===== src/rtl/spi_pkg.sv =====
// Shared definitions for the SPI responder: FSM encoding, byte geometry, idle fill byte.
package spi_pkg;

    typedef enum logic {
        ST_IDLE   = 1'b0,
        ST_ACTIVE = 1'b1
    } state_t;

    localparam int BYTE_W = 8;
    localparam int CNT_W  = $clog2(BYTE_W);
    localparam logic [BYTE_W-1:0] DEFAULT_TX_VAL = 8'hFF;

endpackage


===== src/rtl/sync_edge.sv =====
// Multi-stage synchronizer for an asynchronous pin, with rise/fall pulses on the synchronized level.
// Latency: STAGES edges to dout; pulses are combinational from dout and one extra register.
// Backpressure: none, free-running sampler.
module sync_edge #(
    parameter int   STAGES  = 2,
    parameter logic RST_VAL = 1'b0
) (
    input  logic clk,
    input  logic rst,
    input  logic din,
    output logic dout,
    output logic rise,
    output logic fall
);

    logic [STAGES-1:0] chain;
    logic              prev;

    always_ff @(posedge clk) begin
        if (rst) begin
            chain <= {STAGES{RST_VAL}};
            prev  <= RST_VAL;
        end else begin
            chain <= {chain[STAGES-2:0], din};
            prev  <= chain[STAGES-1];
        end
    end

    assign dout = chain[STAGES-1];
    assign rise = dout & ~prev;
    assign fall = ~dout & prev;

endmodule


===== src/rtl/spi_slave.sv =====
// SPI mode-1 responder oversampled in clk, with a one-entry transmit buffer and receive strobe.
// Latency: pin edge to action SYNC_STAGES+1 clk edges; new_data one cycle after the 8th SCK fall is seen.
// Backpressure: tx_ready low while the buffer holds a byte; empty buffer at load sends DEFAULT_TX.
module spi_slave
    import spi_pkg::*;
#(
    parameter int                SYNC_STAGES = 2,
    parameter logic [BYTE_W-1:0] DEFAULT_TX  = DEFAULT_TX_VAL
) (
    input  logic              clk,
    input  logic              rst,
    input  logic              ss_n,
    input  logic              sck,
    input  logic              mosi,
    output logic              miso,
    output logic              miso_oe,
    input  logic [BYTE_W-1:0] tx_data,
    input  logic              tx_valid,
    output logic              tx_ready,
    output logic [BYTE_W-1:0] data_out,
    output logic              new_data,
    output logic              tx_underrun,
    output logic              busy
);

    logic ss_s, ss_rise, ss_fall;
    logic sck_lvl_unused, sck_rise, sck_fall;
    logic [SYNC_STAGES-1:0] mosi_chain;
    logic mosi_s;

    sync_edge #(.STAGES(SYNC_STAGES), .RST_VAL(1'b1)) u_ss_sync (
        .clk(clk), .rst(rst), .din(ss_n),
        .dout(ss_s), .rise(ss_rise), .fall(ss_fall)
    );

    sync_edge #(.STAGES(SYNC_STAGES), .RST_VAL(1'b0)) u_sck_sync (
        .clk(clk), .rst(rst), .din(sck),
        .dout(sck_lvl_unused), .rise(sck_rise), .fall(sck_fall)
    );

    always_ff @(posedge clk) begin
        if (rst) mosi_chain <= '0;
        else     mosi_chain <= {mosi_chain[SYNC_STAGES-2:0], mosi};
    end
    assign mosi_s = mosi_chain[SYNC_STAGES-1];

    state_t             state, state_nxt;
    logic [CNT_W-1:0]   bit_cnt;
    logic [BYTE_W-1:0]  shift_out, shift_in, buf_data;
    logic               buf_full;
    logic               frame_start, byte_done, load, push;

    always_ff @(posedge clk) begin
        if (rst) state <= ST_IDLE;
        else     state <= state_nxt;
    end

    always_comb begin
        state_nxt   = state;
        frame_start = 1'b0;
        byte_done   = 1'b0;
        case (state)
            ST_IDLE: begin
                if (ss_fall) begin
                    state_nxt   = ST_ACTIVE;
                    frame_start = 1'b1;
                end
            end
            ST_ACTIVE: begin
                if (ss_rise) state_nxt = ST_IDLE;
                else         byte_done = sck_fall && (bit_cnt == CNT_W'(BYTE_W - 1));
            end
        endcase
    end

    assign load     = frame_start | byte_done;
    assign push     = tx_valid & ~buf_full;
    assign tx_ready = ~buf_full;
    assign busy     = (state == ST_ACTIVE);
    assign miso_oe  = ~ss_s;

    always_ff @(posedge clk) begin
        if (rst) begin
            bit_cnt     <= '0;
            shift_out   <= '0;
            shift_in    <= '0;
            buf_data    <= '0;
            buf_full    <= 1'b0;
            miso        <= 1'b0;
            data_out    <= '0;
            new_data    <= 1'b0;
            tx_underrun <= 1'b0;
        end else begin
            new_data    <= 1'b0;
            tx_underrun <= 1'b0;

            if (push) begin
                buf_data <= tx_data;
                buf_full <= 1'b1;
            end

            if (frame_start) begin
                bit_cnt <= '0;
            end else if (state == ST_ACTIVE) begin
                if (ss_rise) begin
                    // Deselect drops any partial byte; buffered tx byte stays for the next frame.
                    bit_cnt <= '0;
                    miso    <= 1'b0;
                end else begin
                    if (sck_rise) begin
                        miso      <= shift_out[BYTE_W-1];
                        shift_out <= {shift_out[BYTE_W-2:0], 1'b0};
                    end
                    if (sck_fall) begin
                        shift_in <= {shift_in[BYTE_W-2:0], mosi_s};
                        bit_cnt  <= bit_cnt + 1'b1;
                    end
                    if (byte_done) begin
                        data_out <= {shift_in[BYTE_W-2:0], mosi_s};
                        new_data <= 1'b1;
                    end
                end
            end

            // A push can only coincide with a load when the buffer was empty, so no pop conflict.
            if (load) begin
                if (buf_full) begin
                    shift_out <= buf_data;
                    buf_full  <= 1'b0;
                end else begin
                    shift_out   <= DEFAULT_TX;
                    tx_underrun <= 1'b1;
                end
            end
        end
    end

endmodule


===== config.mk =====
export PLATFORM = sky130hd
export DESIGN_NAME = spi_slave
export DESIGN_NICKNAME = d
export VERILOG_FILES = /design/src/rtl/spi_pkg.sv /design/src/rtl/sync_edge.sv /design/src/rtl/spi_slave.sv
export SDC_FILE = /design/constraint.sdc
export NUM_CORES = 1
export LEC_CHECK = 0
export ABC_AREA = 1
export BUFFER_PORTS_ARGS = -buffer_cell sky130_fd_sc_hd__buf_2
export CELL_PAD_IN_SITES_DETAIL_PLACEMENT = 2
export CELL_PAD_IN_SITES_GLOBAL_PLACEMENT = 2
export CORE_ASPECT_RATIO = 0.9
export CORE_MARGIN = 2
export CORE_UTILIZATION = 25
export CTS_BUF_LIST = sky130_fd_sc_hd__clkbuf_4
export DETAILED_ROUTE_END_ITERATION = 10
export PLACE_DENSITY_LB_ADDON = 0.1
export SLEW_MARGIN = 20
export SYNTH_ARGS = -nofsm -noshare
export SYNTH_HDL_FRONTEND = slang
export SYNTH_HIERARCHICAL = 1
export SYNTH_SLANG_ARGS = --single-unit

===== constraint.sdc =====
create_clock -name clk -period 1.6 [get_ports clk]
set_input_delay 0.32 -clock clk [delete_from_list [all_inputs] [get_ports clk]]
set_output_delay 0.32 -clock clk [all_outputs]
set_load 0.005 [all_outputs]

==> reports/qor_table.md, run 1 <==
| Stage | Quantity | This run |
|:---|:---|:---|
| critical path | Stage delay of the slowest cell on the critical path | 0.35 ns |
| floorplan | Total die area | 8238 um^2 |
| sta | Finish-stage setup viols | 0 |
| sta | Achievable Freq | 676.4 MHz |
| power | Sequential share of power | 56.3% |
| yosys | Number of warnings issued by yosys | 6 |
| global routing | Global route total overflow | 0 |
| cells and area | Share of cells above drive strength 1 | 21.09% |
| routing | Post-detailed-route via-to-cell ratio | 4.318 |
| min path | Number of stages on the worst hold path | 3 |
| power | Portion of total power attributed to combinational logic | 8.8% |
| sta | Max-slew violation count | 0 |
| routing | Number of search-and-repair iterations in the first detailed-routing pass | 4 |
| place | Final weighted congestion in routability-driven placement | 0.6873 |
| yosys | Distinct cells, synth | 24 |
| power | Peak ir drop on the vdd network | 329.8 uV |
| critical path | Cells along the critical path | ha_1 -> ha_1 -> nand2_2 -> inv_2 -> nand2_4 -> nand3_4 -> nand2_8 -> nand2_1 -> nand2_1 -> nor2_1 |
| sta | Worst hold slack after final layout | 0.1073 ns |
| sta | Clk_skew | 0.01337 ns |
| critical path | Highest fanout seen on the critical path | 8 |
| global routing | Vias in the first global route | 1634 |
| place | Count of buffers from port buffering | 27 |
| routing | Average wire length per cell after detail routing | 12.34 um |
| cts | Later-pin clock latency in the skew report | 0.39 ns |
| global routing | Wire length of the first global-routing pass | 8100 um |
| yosys | Post-synth net total | 274 |
| power | Net switching power | 565.8 uW |
| sta | Slew @ Worst Pin | 0.4458 ns |
| routing | Via Count | 1671 |
| routing | DRT Wirelength | 4777 um |
| sta | Post-route setup slack | 0.1216 ns |
| cts | CTS Buffer Depth | 2 |
| critical path | Number of cell instances on the worst register-to-register path | 10 |
| yosys | Synthesized cell area | 1882 um^2 |
| critical path | Logic depth of the worst setup path including buffers | 10 |
| power | Overall power consumption | 2.174 mW |
| critical path | Endpoint kind of the worst setup timing path | flip-flop |
| power | Internal power component | 1.608 mW |
| yosys | Synth top area share | 50.00% |
| place | Placed Cells | 377 |
| sta | Relative slew slack | 70.21% |
| critical path | Sum of buffers and inverters on the critical path | 1 |
| cts | Clock transition at path regs | 0.16 ns |
| min path | Worst hold path class | in -> reg |
| cells and area | Area growth from synthesis to layout | 21.81% |
| cts | Num Clock Sinks | 47 |
| cts | Clock root buffer | sky130_fd_sc_hd__clkbuf_4 |
| yosys | Ranking of synthesized cells by area | sky130_fd_sc_hd__dfxtp_1, sky130_fd_sc_hd__nand2_1, sky130_fd_sc_hd__nor2_1 |
| critical path | Startpoint Class | flip-flop |
| place | Worst setup slack after placement | 0.1016 ns |
| floorplan | Horizontal die dimension | 95.45 um |
| floorplan | FP Rows | 29 |
| floorplan | Die height | 86.31 um |
| cells and area | Final antenna diode count | 0 |
| global routing | Maximum number of pins on one net before global-route repair | 21 |
| sta | Post-route clock period utilization | 92.40% |
| routing | Post-route DRC | 0 |
| floorplan | I/O Pins | 28 |
| critical path | Crit Path Class | reg -> reg |
| cells and area | Count of placed standard cells in the final layout, fillers left out | 387 |
| power | Sw Ratio | 26.03% |
| cts | Number of buffers inserted by hold repair at cts | 0 |
| sta | Number of hold violations in the final report | 0 |
| flow run | Count of maximum capacitance violations | 0 |
| cells and area | Most frequent cells in the layout | sky130_fd_sc_hd__nand2_1, sky130_fd_sc_hd__dfxtp_1, sky130_fd_sc_hd__nor2_1 |
| critical path | Required time of the worst setup path | 1.90 ns |
| power | Standby leakage power | 1.102 nW |
| cts | Number of buffers inserted during clock tree synthesis | 5 |
| cts | TritonCTS clock tree | built |
| critical path | Category of cells accounting for the largest share of critical-path delay | simple AND/OR/NAND/NOR gates |
| cells and area | Final core utilization | 31.91% |
| floorplan | Area of the placeable core | 7184 um^2 |
| global routing | Number of antenna violations at the first check in global routing | 0 |
| cts | Max H-tree Level | 2 |
| place | Half-perimeter wire length after detailed placement | 3364 um |
| sta | Crit path time final | 1.478 ns |
| power | Share of power burned in the clock network | 35.0% |
| routing | Antenna-violating nets left | 0 |
| global routing | Overall Global Routing Usage | 12.88% |
| critical path | Register-to-register setup slack | 0.12 ns |
| yosys | Biggest area consumer among synthesized cells | sky130_fd_sc_hd__dfxtp_1 |
| outcome | Status | complete, no violations |
| floorplan | Effective utilization at floorplan | 26.19% |
| yosys | Fraction of the yosys area taken by sequential cells | 50.00% |
| cells and area | Most common cell after layout, fill and taps aside | sky130_fd_sc_hd__nand2_1 |
| critical path | Arrival time worst endpoint | 1.78 ns |
| cells and area | Total number of nets in the final design | 309 |
| cells and area | Fillcell total | 869 |
| routing | Starting DRT DRC Count | 44 |
| critical path | CP max stage cell | sky130_fd_sc_hd__dfxtp_2 |
| yosys | Number of cells produced by synthesis | 258 |
| power | Cell area power density | 948.3 nW/um^2 |
| yosys | Average cell area after synthesis | 7.294 um^2 |
| yosys | Flops & latches, synth | 47 |
==> worst paths after layout <==
| path | from | end |
|---|---|---|
| setup / recovery | bit_cnt[0] | shift_out[3] |
| hold / removal | ss_n | u_ss_sync/chain[0] |
| setup reg to reg | bit_cnt[0] | shift_out[3] |
| hold reg to reg | u_sck_sync/chain[0] | u_sck_sync/chain[1] |
==> cell type report <==
cell class	count	area, um^2	area share [%]
clock buffers	5	37.54	1.638
clock inverters	3	42.54	1.856
inverters	34	127.6	5.568
multi-input cells	169	807.0	35.21
flip-flops and latches	47	942.2	41.10
well taps	93	116.4	5.076
repair buffers	36	219.0	9.552
==> worst register-to-register path, cell delays in order (launching register included) <==
cell and delay (ns):
sky130_fd_sc_hd__dfxtp_2 0.35, sky130_fd_sc_hd__ha_1 0.19, sky130_fd_sc_hd__ha_1 0.19, sky130_fd_sc_hd__nand2_2 0.09, sky130_fd_sc_hd__inv_2 0.05, sky130_fd_sc_hd__nand2_4 0.11, sky130_fd_sc_hd__nand3_4 0.13, sky130_fd_sc_hd__nand2_8 0.13
sky130_fd_sc_hd__nand2_1 0.06, sky130_fd_sc_hd__nand2_1 0.05, sky130_fd_sc_hd__nor2_1 0.04
==> power by group through the flow <==
stage	Combinational (mW)	Clock, mW	Sequential [mW]
2_1_floorplan	0.123	0	1.24
3_3_place_gp	0.179	0	1.25
3_5_place_dp	0.183	0	1.25
4_1_cts	0.184	0.803	1.22
5_1_grt	0.225	0.852	1.23
6_report	0.191	0.760	1.22
==> layer usage <==
layer	routed length, um	vias up	share of wire, %	track usage [%]
met3	155	8	3.2	3.478
met1	2533	780	53	18.04
met4	97	0	2.0	5.844
met5	0	-	0	0
li1	-	860	-	-
met2	1990	23	42	18.44
==> synthesized netlist by cell type <==
cell type                  number
sky130_fd_sc_hd__nor2_2         1
sky130_fd_sc_hd__buf_4          2
sky130_fd_sc_hd__nand2_1       77
sky130_fd_sc_hd__inv_2          2
sky130_fd_sc_hd__nand2_4        2
sky130_fd_sc_hd__nand3_4        1
sky130_fd_sc_hd__nor2_4         1
sky130_fd_sc_hd__inv_1         31
sky130_fd_sc_hd__a211oi_1       1
sky130_fd_sc_hd__o211ai_1       1
sky130_fd_sc_hd__nand2_2        2
sky130_fd_sc_hd__buf_2          3
sky130_fd_sc_hd__or2_2          2
sky130_fd_sc_hd__clkbuf_1       2
sky130_fd_sc_hd__nor3_1         1
sky130_fd_sc_hd__clkinv_1       1
sky130_fd_sc_hd__nor2_1        33
sky130_fd_sc_hd__a21oi_1       22
sky130_fd_sc_hd__o21ai_0       11
sky130_fd_sc_hd__buf_1          1
sky130_fd_sc_hd__buf_6          1
sky130_fd_sc_hd__dfxtp_1       47
sky130_fd_sc_hd__ha_1           2
sky130_fd_sc_hd__nand3_1       11
==> flip-flops by register name (all words and copies together), names as in the netlist <==
signal	cells
miso	1
u_ss_sync/chain	2
u_ss_sync/prev	1
bit_cnt	3
mosi_chain	2
busy	1
shift_out	8
shift_in	7
data_out	8
new_data	1
u_sck_sync/prev	1
buf_full	1
tx_underrun	1
u_sck_sync/chain	2
buf_data	8
==> through the flow <==
| step | cell area [um^2] | TNS, ns |
|---|---|---|
| final | 2292 | 0 |
| after global routing | 2292 | -0.05430 |
| after CTS | 2233 | 0 |
| after detailed placement | 2153 | 0 |
| after global placement | 2153 | 0 |
| after floorplan | 1882 | 0 |
==> repair_timing <==
action / 4_1_cts / 5_1_grt
setup endpoints to repair: 0 / 10
resized for setup: 0 / 11
buffers inserted: 0 / 1
==> cells by family (layout without fill, tap and decap cells) <==
family                   Yosys count  after routing  synth area share, %
adder cells (fa/ha/maj)            2              2                1.330
AO/OA/AOI/OAI                     35             35                9.575
flip-flops                        47             47                50.00
buffers and inverters             43             78                9.574
AND/OR/NAND/NOR                  131            132                29.52
Note: power is estimated with default switching activity, not from simulation.
==> run 2, diff against run 1 <==
Settings changed: CORE_ASPECT_RATIO 0.9 to not set.
==> reports/qor_table.md, run 2 (synthesis results as in run 1) <==
| Stage | Quantity | This run |
|:---|:---|:---|
| outcome | Status | complete, no violations |
| routing | Uppermost routed layer | met4 |
| power | Net switching power | 556.1 uW |
| cells and area | Final antenna diode count | 0 |
| cells and area | Area occupied by multi-input gates | 802.0 um^2 |
| sta | Number of hold violations in the final report | 0 |
| power | Share of power burned in the clock network | 30.4% |
| place | Half-perimeter wire length after detailed placement | 3445 um |
| cts | CTS Buffer Depth | 2 |
| sta | Post-route clock period utilization | 96.76% |
| critical path | Required time of the worst setup path | 1.88 ns |
| power | Sw Ratio | 27.41% |
| power | Standby leakage power | 1.103 nW |
| min path | Hold worst-path end | u_ss_sync/chain[0] |
| global routing | Number of antenna violations at the first check in global routing | 0 |
| cells and area | Largest registers ranked by flip-flop count | buf_data x8, data_out x8, shift_out x8 |
| floorplan | I/O Pins | 28 |
| floorplan | FP Rows | 31 |
| critical path | Category of cells accounting for the largest share of critical-path delay | simple AND/OR/NAND/NOR gates |
| sta | Slew @ Worst Pin | 0.4246 ns |
| cells and area | Finished Cell Area | 2287 um^2 |
| cts | Clock root buffer | sky130_fd_sc_hd__clkbuf_4 |
| cells and area | Fillcell total | 889 |
| floorplan | Area of the placeable core | 7253 um^2 |
| cells and area | Register area | 943.4 um^2 |
| critical path | Worst flop-to-flop path startpoint | bit_cnt[0] |
| critical path | Highest fanout seen on the critical path | 8 |
| global routing | Maximum number of pins on one net before global-route repair | 18 |
| sta | Achievable Freq | 645.9 MHz |
| routing | DRT Wirelength | 4794 um |
| critical path | Crit Path Class | reg -> reg |
| place | Placed standard-cell area | 2163 um^2 |
| place | Placed Cells | 385 |
| floorplan | Effective utilization at floorplan | 25.94% |
| cts | TritonCTS clock tree | built |
| critical path | Most prevalent standard cell on the critical path | sky130_fd_sc_hd__nand2_1 |
| min path | Hold path start | ss_n |
| critical path | Endpoint kind of the worst setup timing path | flip-flop |
| flow run | Count of maximum capacitance violations | 0 |
| routing | Met2 Wirelength | 2168 um |
| critical path | Number of cell instances on the worst register-to-register path | 10 |
| cells and area | Total number of nets in the final design | 312 |
| critical path | Sum of buffers and inverters on the critical path | 1 |
| cts | Later-pin clock latency in the skew report | 0.37 ns |
| floorplan | Die height | 90.76 um |
| min path | Worst hold path class | in -> reg |
| power | Peak ir drop on the vdd network | 335.1 uV |
| sta | Finish-stage setup viols | 0 |
| power | Portion of total power attributed to combinational logic | 9.3% |
| cells and area | Share of cells above drive strength 1 | 21.89% |
| cts | Clock transition at path regs | 0.15 ns |
| critical path | Launching element of the worst setup path | bit_cnt[0] |
| critical path | Startpoint Class | flip-flop |
| sta | Max-slew violation count | 0 |
| routing | Average wire length per cell after detail routing | 12.11 um |
| routing | Number of search-and-repair iterations in the first detailed-routing pass | 3 |
| cells and area | Most common cell after layout, fill and taps aside | sky130_fd_sc_hd__nand2_1 |
| global routing | Wire length of the first global-routing pass | 8121 um |
| power | Cell area power density | 886.9 nW/um^2 |
| routing | Post-detailed-route via-to-cell ratio | 4.230 |
| cells and area | Most frequent cells in the layout | sky130_fd_sc_hd__nand2_1, sky130_fd_sc_hd__dfxtp_1, sky130_fd_sc_hd__nor2_1 |
| global routing | Vias in the first global route | 1716 |
| sta | Total Negative Setup Slacks | 0 ns |
| routing | Post-route DRC | 0 |
| cells and area | Final core utilization | 31.53% |
| sta | Clk_skew | 0.005851 ns |
| floorplan | Horizontal die dimension | 90.76 um |
| place | Final weighted congestion in routability-driven placement | 0.6748 |
| routing | Met3 wire length | 125 um |
| critical path | Terminus of the critical flop-to-flop path | shift_out[3] |
| routing | Post-Route M1 WL | 2431 um |
| cts | Num Clock Sinks | 47 |
| routing | Via Count | 1675 |
| cells and area | Count of placed standard cells in the final layout, fillers left out | 396 |
| routing | Antenna-violating nets left | 0 |
| critical path | Stage delay of the slowest cell on the critical path | 0.36 ns |
| power | Sequential share of power | 60.4% |
| global routing | Overall Global Routing Usage | 11.99% |
| critical path | Register-to-register setup slack | 0.05 ns |
| routing | Starting DRT DRC Count | 46 |
| floorplan | Total die area | 8237 um^2 |
| cts | Number of buffers inserted during clock tree synthesis | 5 |
| critical path | Arrival time worst endpoint | 1.83 ns |
| global routing | Global route total overflow | 0 |
| cells and area | Area growth from synthesis to layout | 21.54% |
| cts | Max H-tree Level | 2 |
| critical path | CP max stage cell | sky130_fd_sc_hd__dfxtp_2 |
| sta | Relative slew slack | 71.39% |
| power | Internal power component | 1.472 mW |
| min path | Number of stages on the worst hold path | 3 |
| place | Count of buffers from port buffering | 27 |
| sta | Crit path time final | 1.548 ns |
| critical path | Cells along the critical path | ha_1 -> ha_1 -> nand2_1 -> inv_2 -> nand2_4 -> nand3_4 -> nand2_8 -> nand2_1 -> nand2_1 -> nor2_1 |
==> run 2: cell count changes in the layout (fill, tap and decap cells not counted) <==
| cell | delta |
|---|---|
| sky130_fd_sc_hd__buf_12 | -1 |
| sky130_fd_sc_hd__clkbuf_4 | +1 |
| sky130_fd_sc_hd__bufinv_16 | -1 |
| sky130_fd_sc_hd__dfxtp_2 | +1 |
| sky130_fd_sc_hd__buf_4 | +4 |
| sky130_fd_sc_hd__nand2_1 | +2 |
| sky130_fd_sc_hd__clkinv_1 | -1 |
| sky130_fd_sc_hd__dfxtp_1 | -1 |
| sky130_fd_sc_hd__clkinvlp_4 | +1 |
| sky130_fd_sc_hd__nand2_2 | -2 |
==> run 2: how the worst max path moves through the flow <==
stage / end / slack (ns) / depth (start not counted)
after floorplan: shift_out[1] / 0.21 / 11
after global placement: shift_out[1] / 0.08 / 10
after detailed placement: shift_out[6] / 0.09 / 10
after CTS: shift_out[6] / 0.04 / 10
after global routing: shift_out[3] / -0.04 / 10
final: shift_out[3] / 0.05 / 10
==> run 2: worst reg2reg max path, cell delays in order (launching register included) <==
cell                      delay (ns)
sky130_fd_sc_hd__dfxtp_2        0.36
sky130_fd_sc_hd__ha_1           0.20
sky130_fd_sc_hd__ha_1           0.18
sky130_fd_sc_hd__nand2_1        0.11
sky130_fd_sc_hd__inv_2          0.06
sky130_fd_sc_hd__nand2_4        0.12
sky130_fd_sc_hd__nand3_4        0.14
sky130_fd_sc_hd__nand2_8        0.13
sky130_fd_sc_hd__nand2_1        0.06
sky130_fd_sc_hd__nand2_1        0.07
sky130_fd_sc_hd__nor2_1         0.04
==> run 2: stage by stage <==
stage	hold WS, ns	worst slack, ns	total power, mW
floorplan	0.3867	0.2119	1.367
global placement	0.3924	0.07784	1.426
detailed placement	0.4033	0.09446	1.431
CTS	0.09819	0.03623	2.049
global route	0.1125	-0.03507	2.143
finish	0.1152	0.05187	2.029
==> run 2: routing by layer <==
metal	up-vias	global-route usage (%)
li1	865	-
met2	23	18.91
met1	780	16.32
met4	0	4.231
met5	-	0
met3	7	2.254
==> run 2: cell type report <==
type                       instances  area share, %
inverter                          34          5.580
clock buffer                       6          1.969
multi-input combinational        169          35.07
clock inverter                     2         0.7112
timing repair buffer              39          10.01
tap                               99          5.416
sequential                        47          41.25
==> run 2: timing repair <==
| action | CTS | global route |
|---|---|---|
| hold buffers | 0 | 0 |
| resized for setup | 0 | 10 |
| buffers inserted | 0 | 2 |
| endpoints found under the setup margin | 0 | 14 |
==> run 2: power groups by stage <==
| stage | Combinational (mW) | Clock [mW] | Sequential (mW) |
|---|---|---|---|
| 2_1_floorplan | 0.123 | 0 | 1.24 |
| 3_5_place_dp | 0.181 | 0 | 1.25 |
| 6_report | 0.188 | 0.616 | 1.22 |
| 4_1_cts | 0.181 | 0.642 | 1.23 |
| 5_1_grt | 0.220 | 0.693 | 1.23 |
| 3_3_place_gp | 0.176 | 0 | 1.25 |
==> run 3, diff against run 2 <==
--- a/config.mk
+++ b/config.mk
@@ -10,4 +10,5 @@
 export CELL_PAD_IN_SITES_DETAIL_PLACEMENT = 2
 export CELL_PAD_IN_SITES_GLOBAL_PLACEMENT = 2
+export CORE_ASPECT_RATIO = 0.7
 export CORE_MARGIN = 2
 export CORE_UTILIZATION = 25
==> constraint.sdc (replaced) <==
create_clock -name clk -period 1.6 [get_ports clk]
set_input_delay 0 -clock clk [delete_from_list [all_inputs] [get_ports clk]]
set_output_delay 0 -clock clk [all_outputs]
set_load 0.02 [all_outputs]
==> reports/qor_table.md, run 3 (synthesis results as in run 1) <==
| Stage | Quantity | This run |
|:---|:---|:---|
| outcome | Status | complete, no violations |
| floorplan | FP Rows | 26 |
| critical path | Crit Path Class | reg -> reg |
| global routing | Number of antenna violations at the first check in global routing | 0 |
| cts | Clock root buffer | sky130_fd_sc_hd__clkbuf_4 |
| cells and area | Fillcell total | 898 |
| min path | Hold worst-path end | u_ss_sync/chain[0] |
| global routing | Maximum number of pins on one net before global-route repair | 24 |
| routing | Met2 Wirelength | 1914 um |
| critical path | Stage delay of the slowest cell on the critical path | 0.35 ns |
| routing | DRT Wirelength | 4937 um |
| power | Net switching power | 578.8 uW |
| sta | Worst hold slack after final layout | 0.3317 ns |
| cells and area | Share of cells above drive strength 1 | 20.20% |
| flow run | Count of maximum capacitance violations | 0 |
| critical path | Startpoint Class | flip-flop |
| critical path | Highest fanout seen on the critical path | 7 |
| cts | Num Clock Sinks | 47 |
| cts | CTS Buffer Depth | 2 |
| critical path | Arrival time worst endpoint | 1.78 ns |
| power | Sw Ratio | 26.16% |
| critical path | Cells along the critical path | ha_1 -> ha_1 -> nand2_1 -> inv_1 -> nand2_4 -> buf_6 -> nand3_1 -> nand2_1 -> nor2_1 -> nor2_1 |
| floorplan | I/O Pins | 28 |
| critical path | Endpoint kind of the worst setup timing path | flip-flop |
| routing | Via Count | 1685 |
| global routing | Overall Global Routing Usage | 13.13% |
| critical path | Worst flop-to-flop path startpoint | bit_cnt[0] |
| sta | Number of hold violations in the final report | 0 |
| floorplan | Die height | 76.59 um |
| cells and area | Most frequent cells in the layout | sky130_fd_sc_hd__nand2_1, sky130_fd_sc_hd__dfxtp_1, sky130_fd_sc_hd__nor2_1 |
| place | Count of buffers from port buffering | 27 |
| cts | Clock transition at path regs | 0.14 ns |
| floorplan | Effective utilization at floorplan | 25.82% |
| critical path | Number of cell instances on the worst register-to-register path | 10 |
| routing | Antenna-violating nets left | 0 |
| power | Peak ir drop on the vdd network | 298.8 uV |
| cells and area | Final antenna diode count | 0 |
| cts | Max H-tree Level | 2 |
| sta | Relative slew slack | 73.09% |
| routing | Uppermost routed layer | met4 |
| floorplan | Area of the placeable core | 7287 um^2 |
| sta | Achievable Freq | 683.4 MHz |
| critical path | Register-to-register setup slack | 0.14 ns |
| routing | Starting DRT DRC Count | 31 |
| routing | Post-Route M1 WL | 2785 um |
| cts | TritonCTS clock tree | built |
| global routing | Wire length of the first global-routing pass | 8438 um |
| sta | Post-route clock period utilization | 91.45% |
| floorplan | Total die area | 8248 um^2 |
| cells and area | Most common cell after layout, fill and taps aside | sky130_fd_sc_hd__nand2_1 |
| power | Cell area power density | 915.7 nW/um^2 |
| sta | Crit path time final | 1.463 ns |
| sta | Max-slew violation count | 0 |
| routing | Average wire length per cell after detail routing | 12.19 um |
| global routing | Global route total overflow | 0 |
| cts | Later-pin clock latency in the skew report | 0.38 ns |
| power | Standby leakage power | 1.149 nW |
| min path | Hold path start | ss_n |
| cells and area | Largest registers ranked by flip-flop count | buf_data x8, data_out x8, shift_out x8 |
| routing | Number of search-and-repair iterations in the first detailed-routing pass | 4 |
| critical path | CP max stage cell | sky130_fd_sc_hd__dfxtp_1 |
| cts | Number of buffers inserted during clock tree synthesis | 5 |
| power | Sequential share of power | 55.3% |
| routing | Post-detailed-route via-to-cell ratio | 4.160 |
| place | Final weighted congestion in routability-driven placement | 0.6718 |
| cells and area | Total number of nets in the final design | 322 |
| cts | Buffers inserted during post-CTS setup optimization | 0 |
| place | Half-perimeter wire length after detailed placement | 3564 um |
| routing | Met3 wire length | 168 um |
| critical path | Terminus of the critical flop-to-flop path | shift_out[7] |
| sta | Finish-stage setup viols | 0 |
| sta | Slew @ Worst Pin | 0.3994 ns |
| power | Portion of total power attributed to combinational logic | 9.9% |
| sta | Clk_skew | 0.01781 ns |
| floorplan | Horizontal die dimension | 107.7 um |
| min path | Number of stages on the worst hold path | 4 |
| global routing | Vias in the first global route | 1770 |
| critical path | Required time of the worst setup path | 1.91 ns |
| min path | Worst hold path class | in -> reg |
| power | Share of power burned in the clock network | 34.8% |
| power | Internal power component | 1.633 mW |
| cells and area | Final core utilization | 33.16% |
| cells and area | Area growth from synthesis to layout | 28.39% |
| routing | Post-route DRC | 0 |
==> run 3: cell types whose count changed in the layout (fill, tap and decap cells not counted), sizes merged <==
cell	previous run	this run
dlygate4sd3	0	13
buf	39	37
bufinv	0	1
clkbuf	6	5
nand2	82	81
==> run 3: cell type report <==
type                    count  area (um^2)  share of cell area (%)
repair buffers             50        344.1                   14.24
multi-input cells         168        795.8                   32.94
flip-flops and latches     47        942.2                   39.00
clock buffers               5        37.54                   1.554
clock inverters             3        46.29                   1.916
inverters                  34        127.6                   5.282
well taps                  98        122.6                   5.075
==> run 3: routing by layer <==
layer | up-vias | track usage [%]
met3 | 7 | 3.678
li1 | 883 | -
met2 | 25 | 19.06
met5 | - | 0
met1 | 770 | 18.66
met4 | 0 | 4.231
==> run 3: worst max path at each step <==
stage / start / end / slack, ns
2_1_floorplan: bit_cnt[0] / shift_out[1] / 0.21
3_3_place_gp: bit_cnt[0] / shift_out[5] / 0.12
3_5_place_dp: bit_cnt[0] / shift_out[7] / 0.09
4_1_cts: bit_cnt[1] / shift_out[7] / 0.07
5_1_grt: bit_cnt[1] / shift_out[7] / -0.006
6_report: bit_cnt[0] / shift_out[7] / 0.14
==> run 3: repair_timing <==
action / CTS / global route
resized for setup: 0 / 10
hold buffers: 13 / 0
endpoints found under the hold margin: 13 / 0
setup endpoints to repair: 0 / 8
==> run 3: per-stage QoR <==
step	worst slack, ns	area (um^2)	total power, mW	cells	TNS (ns)
detailed placement	0.09376	2162	1.440	384	0
floorplan	0.2119	1882	1.373	258	0
global route	-0.006049	2416	2.341	405	-0.006049
CTS	0.06833	2376	2.253	405	0
global placement	0.1202	2162	1.438	384	0
finish	0.1368	2416	2.212	405	0
==> run 3: power by group through the flow <==
stage,clock network (mW),logic [mW],registers (mW)
after detailed placement,0,0.191,1.25
after global routing,0.857,0.255,1.23
after global placement,0,0.190,1.25
after CTS,0.813,0.216,1.22
final,0.769,0.220,1.22
after floorplan,0,0.126,1.25
==> run 3: critical path: cells and delay by family (launching register included) <==
family                     cells  cell delay, ns
and+or+nand+nor                6            0.48
adders and majority gates      2            0.37
DFF                            1            0.35
buffers and inverters          2            0.21
